### src/rtl/bus_pkg.sv
// Shared definitions for the two-master valid/ready bus arbiter: FSM state
// encoding, timeout read-back data and default bus widths.
package bus_pkg;

    localparam int DEFAULT_AW = 32;
    localparam int DEFAULT_DW = 32;

    // Read data returned to a master whose transaction was force-completed.
    localparam logic [31:0] BUS_ERR_DATA = 32'hFFFF_FFFF;

    typedef enum logic [1:0] {
        ST_IDLE = 2'd0,
        ST_OWN0 = 2'd1,
        ST_OWN1 = 2'd2,
        ST_GAP  = 2'd3
    } state_t;

endpackage

### src/rtl/bus_arbiter.sv
// Two-master round-robin arbiter for the valid/ready bus, one transaction per grant.
// Optional slave-hang timeout with sticky bus_err when BUS_TIMEOUT_EN is defined.
module bus_arbiter
    import bus_pkg::*;
#(
    parameter int AW      = DEFAULT_AW,
    parameter int DW      = DEFAULT_DW,
    parameter int TIMEOUT = 1023
) (
    input  logic            clk,
    input  logic            rst_n,
    input  logic [AW-1:0]   m0_addr,
    input  logic [DW-1:0]   m0_dout,
    input  logic [DW/8-1:0] m0_lane,
    input  logic            m0_wr,
    input  logic            m0_valid,
    output logic [DW-1:0]   m0_din,
    output logic            m0_ready,
    input  logic [AW-1:0]   m1_addr,
    input  logic [DW-1:0]   m1_dout,
    input  logic [DW/8-1:0] m1_lane,
    input  logic            m1_wr,
    input  logic            m1_valid,
    output logic [DW-1:0]   m1_din,
    output logic            m1_ready,
    output logic [AW-1:0]   s_addr,
    output logic [DW-1:0]   s_dout,
    output logic [DW/8-1:0] s_lane,
    output logic            s_wr,
    output logic            s_valid,
    input  logic [DW-1:0]   s_din,
    input  logic            s_ready,
    output logic [1:0]      grant,
    output logic            bus_err
);

    state_t        state;
    logic [1:0]    grant_q;
    logic          rr_last;
    logic          own0;
    logic          own1;
    logic          owner_valid;
    logic          expire;
    logic          finish;
    logic          pick0;
    logic [DW-1:0] rd_data;

    assign own0        = grant_q[0];
    assign own1        = grant_q[1];
    assign owner_valid = (own0 & m0_valid) | (own1 & m1_valid);
    assign finish      = owner_valid & (s_ready | expire);

    // On a tie, m0 wins only if m1 was the last master served.
    assign pick0 = m0_valid & (~m1_valid | rr_last);

    assign rd_data = expire ? DW'(BUS_ERR_DATA) : s_din;

    // NOTE: sequential state uses non-blocking assignments so every register
    // samples the pre-edge values regardless of statement order.
    always_ff @(posedge clk) begin
        if (!rst_n) begin
            state   <= ST_IDLE;
            grant_q <= 2'b00;
            rr_last <= 1'b1;
        end else begin
            case (state)
                ST_IDLE: begin
                    if (pick0) begin
                        state   <= ST_OWN0;
                        grant_q <= 2'b01;
                    end else if (m1_valid) begin
                        state   <= ST_OWN1;
                        grant_q <= 2'b10;
                    end
                end
                ST_OWN0, ST_OWN1: begin
                    // A dropped valid is an abort: release the bus without touching fairness.
                    if (!owner_valid || finish) begin
                        state   <= ST_GAP;
                        grant_q <= 2'b00;
                        if (finish) rr_last <= own1;
                    end
                end
                ST_GAP: state <= ST_IDLE;
                default: begin
                    state   <= ST_IDLE;
                    grant_q <= 2'b00;
                end
            endcase
        end
    end

`ifdef BUS_TIMEOUT_EN
    localparam int CW = $clog2(TIMEOUT + 1);

    logic [CW-1:0] cnt;
    logic          err_q;

    always_ff @(posedge clk) begin
        if (!rst_n) begin
            cnt   <= '0;
            err_q <= 1'b0;
        end else begin
            if (state == ST_IDLE)
                cnt <= '0;
            else if (state == ST_OWN0 || state == ST_OWN1)
                cnt <= cnt + CW'(1);
            if (expire) err_q <= 1'b1;
        end
    end

    // A real s_ready in the expiry cycle takes precedence over the timeout.
    assign expire  = owner_valid & ~s_ready & (cnt == CW'(TIMEOUT));
    assign bus_err = err_q;
`else
    assign expire  = 1'b0;
    assign bus_err = 1'b0;
`endif

    assign grant    = grant_q;
    assign s_valid  = owner_valid;
    assign s_addr   = own0 ? m0_addr : (own1 ? m1_addr : '0);
    assign s_dout   = own0 ? m0_dout : (own1 ? m1_dout : '0);
    assign s_lane   = own0 ? m0_lane : (own1 ? m1_lane : '0);
    assign s_wr     = own0 ? m0_wr   : (own1 ? m1_wr   : 1'b0);

    // Ready is gated by rst_n so a reset cycle never completes an in-flight access.
    assign m0_ready = own0 & finish & rst_n;
    assign m1_ready = own1 & finish & rst_n;
    assign m0_din   = own0 ? rd_data : '0;
    assign m1_din   = own1 ? rd_data : '0;

endmodule

### config.mk
export PLATFORM = sky130hd
export DESIGN_NAME = bus_arbiter
export DESIGN_NICKNAME = d
export VERILOG_FILES = /design/src/rtl/bus_pkg.sv /design/src/rtl/bus_arbiter.sv
export SDC_FILE = /design/constraint.sdc
export NUM_CORES = 1
export LEC_CHECK = 0
export ABC_AREA = 0
export CAP_MARGIN = 15
export CORE_AREA = 2 2 122 124
export DETAILED_ROUTE_END_ITERATION = 7
export DIE_AREA = 0 0 124 126
export GPL_ROUTABILITY_DRIVEN = 0
export PLACE_DENSITY = 0.48
export SLEW_MARGIN = 30
export SYNTH_ARGS = -nofsm -noshare
export SYNTH_HDL_FRONTEND = slang
export SYNTH_SLANG_ARGS = --single-unit
### constraint.sdc
create_clock -name clk -period 1.52 [get_ports clk]
set_input_delay 0.304 -clock clk [delete_from_list [all_inputs] [get_ports clk]]
set_output_delay 0.304 -clock clk [all_outputs]
set_load 0.02 [all_outputs]
==> results.toml, run 1 <==
[run_status]
status = "finished with violations"
violations = "setup timing"

[synthesis]
yosys_warnings = 0
yosysSeqAreaShare_pct = 6.80
synth_cells = 195
syn_area_sq_mm = 0.00147
synth_area_per_cell_sq_um = 7.55
syn_nets = 372
synth_cell_types = 26
ys_ff_latch = 5

[pwr]
power_density_mw_per_mm2 = 1660
peakVddDrop_mv = 0.808
power.share.clock_pct = 4.9
p_leak_nw = 2.32
p_int_w = 0.00462
seq_power_share_pct = 3.0
switching_share_pct = 46.7
combPwrFrac_pct = 92.1
finalPower_w = 0.00866
p_sw_w = 0.00404

[floorplan]
fp.dieW_um = 124
start_util_pct = 10.3
chipHeight_um = 126
row_count = 44
dieArea_sq_mm = 0.0156
ios = 314
core_sq_mm = 0.0143

[run]
maxCapViolations = 0

[clock_network]
htree_levels = 1
path_clk_slew_ps = 30
cts_tree = "done"
clockBufferDepth = 2
root_buffer = "clkbuf_16"
cts_buffers = 3
cts_sinks = 5
clock_latency_ps = 220

[timing]
min_period_over_period_pct = 112
hold_viol = 0
finalCriticalPeriod_ps = 1700
finalSetupViolations = 88
max_freq_ghz = 0.589
setup_slack_ps = -177
clock-skew-final_ps = 1.89
finalSetupTns_ps = -7480
slew_viol_final = 0
rsz0062_at_grt = "true"
hold_ws_ps = 465

[grt]
grt_pass1_vias = 2821
grt_first_pass_wirelength_mm = 17.9
grt_max_degree = 34
grt_usage_pct = 15.3
antenna_found_initial = 0
overflow = 0

[finish]
nFillCells = 1489
finalNetCount = 696
drive_above_1_share_pct = 36.7
final_common_cell = "clkdlybuf4s50_1"
synthToLayoutAreaGrowth_pct = 254
seq_area_sq_um = 109
multi_input_area_sq_mm = 0.00129
fin_cells = 702
mostFrequentLayoutCells = "clkdlybuf4s50_1 (171), a22o_1 (67), and2_1 (56)"
antenna_cells = 0

[setup_path]
regToRegStartpoint = "grant[0]"
critPathKind = "reg2out"
r2r_setup_slack_ps = 20
arrival_ps = 1390
start_kind = "flop"
path_max_fanout = 9
required_ps = 1220
cp-end-kind = "output pin"
reg2regPathDepth = 6
rr_endpoint = "grant[0]"

[route]
ant_nets = 0
drtPass1Iterations = 4
wl_mm = 13.2
routed-via-count = 2807
route.detailed.drc = 0
first_iter_violations = 87
detail_route.wl_per_cell_um = 18.8
vias_per_cell = 4.00

[placed_design]
dp.cells = 685
hpwl_mm = 10.2
port_buffers = 312

[hold_path]
min_from = "state[1]"
holdPathStages = 2
holdPathEnd = "state[1]"
hp-class = "reg2reg"
logic make-up (layout without fill, tap and decap cells):
group	Yosys count	count (layout)	synth area share, %
compound gates	75	75	46.3
buf+inv	28	351	9.60
simple gates	81	81	33.3
flops	5	5	6.80
fa+ha+maj	2	2	1.70
mux	3	3	2.04
other cells	1	1	0.255
metal layers:
layer	up-vias	routed length (um)	track usage, %
li1	1367	-	-
met1	1312	5030	18.1
met2	122	7070	29.1
met3	6	1060	2.63
met4	0	67	1.78
met5	-	0	0
per-stage QoR:
stage	util (%)	setup slack, ps	cell area, sq um
global route	36.4	-233	5210
global placement	34.4	-516	4930
CTS	35.7	-194	5110
floorplan	-	-80.9	1500
detailed placement	34.4	-526	4930
finish	36.4	-177	5210
worst max-delay path, stage by stage, from the launching register on:
cell	delay, ps
dfxtp_4	340
nor2b_4	140
buf_4	150
clkbuf_16	170
a22o_4	210
buf_4	150
worst max-delay path by stage:
stage | from | endpoint | slack [ps]
floorplan | grant[0] | s_addr[18] | -80
global placement | m0_valid | m1_ready | -520
detailed placement | m0_valid | m0_ready | -530
CTS | grant[1] | s_lane[3] | -190
global route | grant[1] | s_lane[0] | -230
finish | grant[1] | s_dout[28] | -180
cell usage after synthesis:
cell	number	area, sq um
ha_1	2	25.0
o211a_1	1	10.0
nand4b_1	1	8.76
o21ai_1	1	5.00
nor2_1	2	7.51
and2_2	2	15.0
buf_4	3	22.5
a22o_4	1	17.5
conb_1	1	3.75
buf_6	2	22.5
nor2b_1	1	6.26
o21a_4	1	15.0
and2_1	62	388
nand2b_1	2	12.5
buf_2	8	40.0
nor3b_1	1	7.51
a31oi_4	1	21.3
mux2i_1	3	30.0
inv_1	3	11.3
dfxtp_1	5	100
clkbuf_1	12	45.0
a22o_1	69	604
nand3b_1	1	7.51
o2111ai_1	1	8.76
nand3_1	3	15.0
nand2_1	6	22.5
layout make-up:
| cell class | instances | share of cell area (%) |
|---|---|---|
| timing repair buffer | 344 | 67.0 |
| sequential | 5 | 2.09 |
| tap | 184 | 4.42 |
| inverter | 3 | 0.216 |
| multi-input combinational | 162 | 24.8 |
| clock buffer | 4 | 1.51 |
sequential cells by signal (all words and copies together) (netlist names):
| register | count |
|---|---|
| grant | 2 |
| rr_last | 1 |
| state | 2 |
power by group through the flow:
stage | combinational [W] | clock (W) | sequential [W]
after detailed placement | 0.00728 | 0 | 0.000247
after CTS | 0.00778 | 0.000436 | 0.000257
after global placement | 0.00729 | 0 | 0.000243
final | 0.00798 | 0.000426 | 0.000258
after floorplan | 0.00367 | 0 | 0.000257
after global routing | 0.00842 | 0.000452 | 0.000270
timing repair:
action / in CTS / in global routing
hold buffers: 0 / 0
endpoints found under the setup margin: 137 / 121
cloned: 6 / 2
buffers inserted: 5 / 1
pin swaps: 4 / 1
gates resized for setup: 593 / 59
Note: power is estimated with default switching activity, not from simulation.
==> run 2, diff against run 1 <==
--- a/config.mk
+++ b/config.mk
@@ -8,6 +8,7 @@
 export ABC_AREA = 0
 export CAP_MARGIN = 15
 export CORE_AREA = 2 2 122 124
+export CTS_BUF_LIST = sky130_fd_sc_hd__clkbuf_2 sky130_fd_sc_hd__clkbuf_4 sky130_fd_sc_hd__clkbuf_8
 export DETAILED_ROUTE_END_ITERATION = 7
 export DIE_AREA = 0 0 124 126
 export GPL_ROUTABILITY_DRIVEN = 0
==> results.toml, run 2 (synthesis gave the netlist of run 1 again) <==
[run_status]
status = "finished with violations"
violations = "setup timing"

[clock_network]
cts_sinks = 5
root_buffer = "clkbuf_8"
htree_levels = 1
cts_buffers = 3
cts_tree = "done"
path_clk_slew_ps = 30
clockBufferDepth = 2
ctsHoldBuffers = 0
clock_latency_ps = 220

[timing]
min_period_over_period_pct = 111
max_freq_ghz = 0.590
slew_viol_final = 0
clock-skew-final_ps = 1.01
finalSetupViolations = 87
hold_ws_ps = 465
setup_slack_ps = -174
rsz0062_at_grt = "true"
finalSetupTns_ps = -7190
finalCriticalPeriod_ps = 1690
hold_viol = 0

[pwr]
seq_power_share_pct = 3.0
p_int_w = 0.00447
p_leak_nw = 2.30
power.share.clock_pct = 3.1
power_density_mw_per_mm2 = 1640
p_sw_w = 0.00403
peakVddDrop_mv = 0.647
combPwrFrac_pct = 93.9
switching_share_pct = 47.4

[run]
maxCapViolations = 0

[route]
ant_nets = 0
wl_mm = 13.3
first_iter_violations = 97
vias_per_cell = 4.01
routed-via-count = 2812
detail_route.wl_per_cell_um = 18.9
drtPass1Iterations = 4
route.detailed.drc = 0

[setup_path]
rr_endpoint = "grant[1]"
crit_chain = "nor2b_4, buf_4, clkbuf_16, a22o_4, buf_4"
regToRegStartpoint = "grant[0]"
reg2regPathDepth = 6
crit_slowest_cell = "dfxtp_4"
cp-end-kind = "output pin"
start_kind = "flop"
path_max_fanout = 9
crit_path_max_incr_delay_ps = 340
critPathKind = "reg2out"
arrival_ps = 1390
crit_top_cell = "buf_4"
required_ps = 1220
r2r_setup_slack_ps = 20

[hold_path]
holdPathStages = 2
hp-class = "reg2reg"
min_from = "state[1]"
holdPathEnd = "state[1]"

[placed_design]
dp.cells = 685
port_buffers = 312
hpwl_mm = 10.2
dp_slack_ps = -526

[floorplan]
dieArea_sq_mm = 0.0156
chipHeight_um = 126
start_util_pct = 10.3
fp.dieW_um = 124
row_count = 44
ios = 314
core_sq_mm = 0.0143

[finish]
final_common_cell = "clkdlybuf4s50_1"
synthToLayoutAreaGrowth_pct = 252
finalNetCount = 696
antenna_cells = 0
mostFrequentLayoutCells = "clkdlybuf4s50_1 (171), a22o_1 (67), and2_1 (56)"
utilization_pct = 36.2
fin_cells = 702
drive_above_1_share_pct = 36.9

[grt]
antenna_found_initial = 0
grt_first_pass_wirelength_mm = 17.9
overflow = 0
grt_usage_pct = 15.3
grt_max_degree = 34
grt_pass1_vias = 2818
[run 2: cell counts in the layout (fill, tap and decap cells not counted)]
No cell type changed its count.
[run 2: cell type report]
class | instances | area (sq um)
clock buffers | 4 | 48.8
repair buffers | 344 | 3490
inverters | 3 | 11.3
fillers | 1497 | 9130
well taps | 184 | 230
multi-input cells | 162 | 1290
flip-flops and latches | 5 | 109
[run 2: critical path: cells and delay by family, from the launching register on]
family          cells  cell delay [ps]
buf+inv             3              470
flops               1              340
compound gates      1              210
simple gates        1              140
[run 2: how the worst max path moves through the flow]
stage / from / to / slack [ps] / depth (start not counted)
4_1_cts: grant[1] / s_lane[3] / -190 / 5
2_1_floorplan: grant[0] / s_addr[18] / -80 / 3
3_3_place_gp: m0_valid / m1_ready / -520 / 5
3_5_place_dp: m0_valid / m0_ready / -530 / 5
6_report: grant[1] / s_dout[28] / -170 / 5
5_1_grt: grant[1] / s_lane[0] / -230 / 5
[run 2: what timing repair did]
item / 4_1_cts / 5_1_grt
gates cloned: 6 / 2
pin swaps: 4 / 1
setup buffers: 5 / 1
endpoints found under the setup margin: 137 / 119
gates resized for setup: 595 / 56
[run 2: power by group through the flow]
stage	Sequential [W]	Clock (W)	Combinational, W
after floorplan	0.000257	0	0.00367
after global placement	0.000243	0	0.00729
after detailed placement	0.000247	0	0.00728
after CTS	0.000257	0.000270	0.00778
after global routing	0.000271	0.000283	0.00842
final	0.000258	0.000263	0.00797
[run 2: routing by layer]
layer / up-vias / GRT usage, % / wire length (um)
li1: 1368 / - / -
met1: 1310 / 18.1 / 5040
met2: 125 / 29.1 / 7050
met3: 9 / 2.63 / 1070
met4: 0 / 1.98 / 96
met5: - / 0 / 0
[run 2: through the flow]
step	area [sq um]	power, W
after floorplan	1500	0.00392
after global placement	4930	0.00753
after detailed placement	4930	0.00753
after CTS	5070	0.00830
after global routing	5180	0.00897
final	5180	0.00849
==> run 3, diff against run 2 <==
--- a/config.mk
+++ b/config.mk
@@ -9,6 +9,7 @@
 export CAP_MARGIN = 15
 export CORE_AREA = 2 2 122 124
 export CTS_BUF_LIST = sky130_fd_sc_hd__clkbuf_2 sky130_fd_sc_hd__clkbuf_4 sky130_fd_sc_hd__clkbuf_8
+export CTS_CLUSTER_SIZE = 20
 export DETAILED_ROUTE_END_ITERATION = 7
 export DIE_AREA = 0 0 124 126
 export GPL_ROUTABILITY_DRIVEN = 0
==> results of run 3 <==
Same layout as run 2: the final DEF is identical, and so are final timing and power.
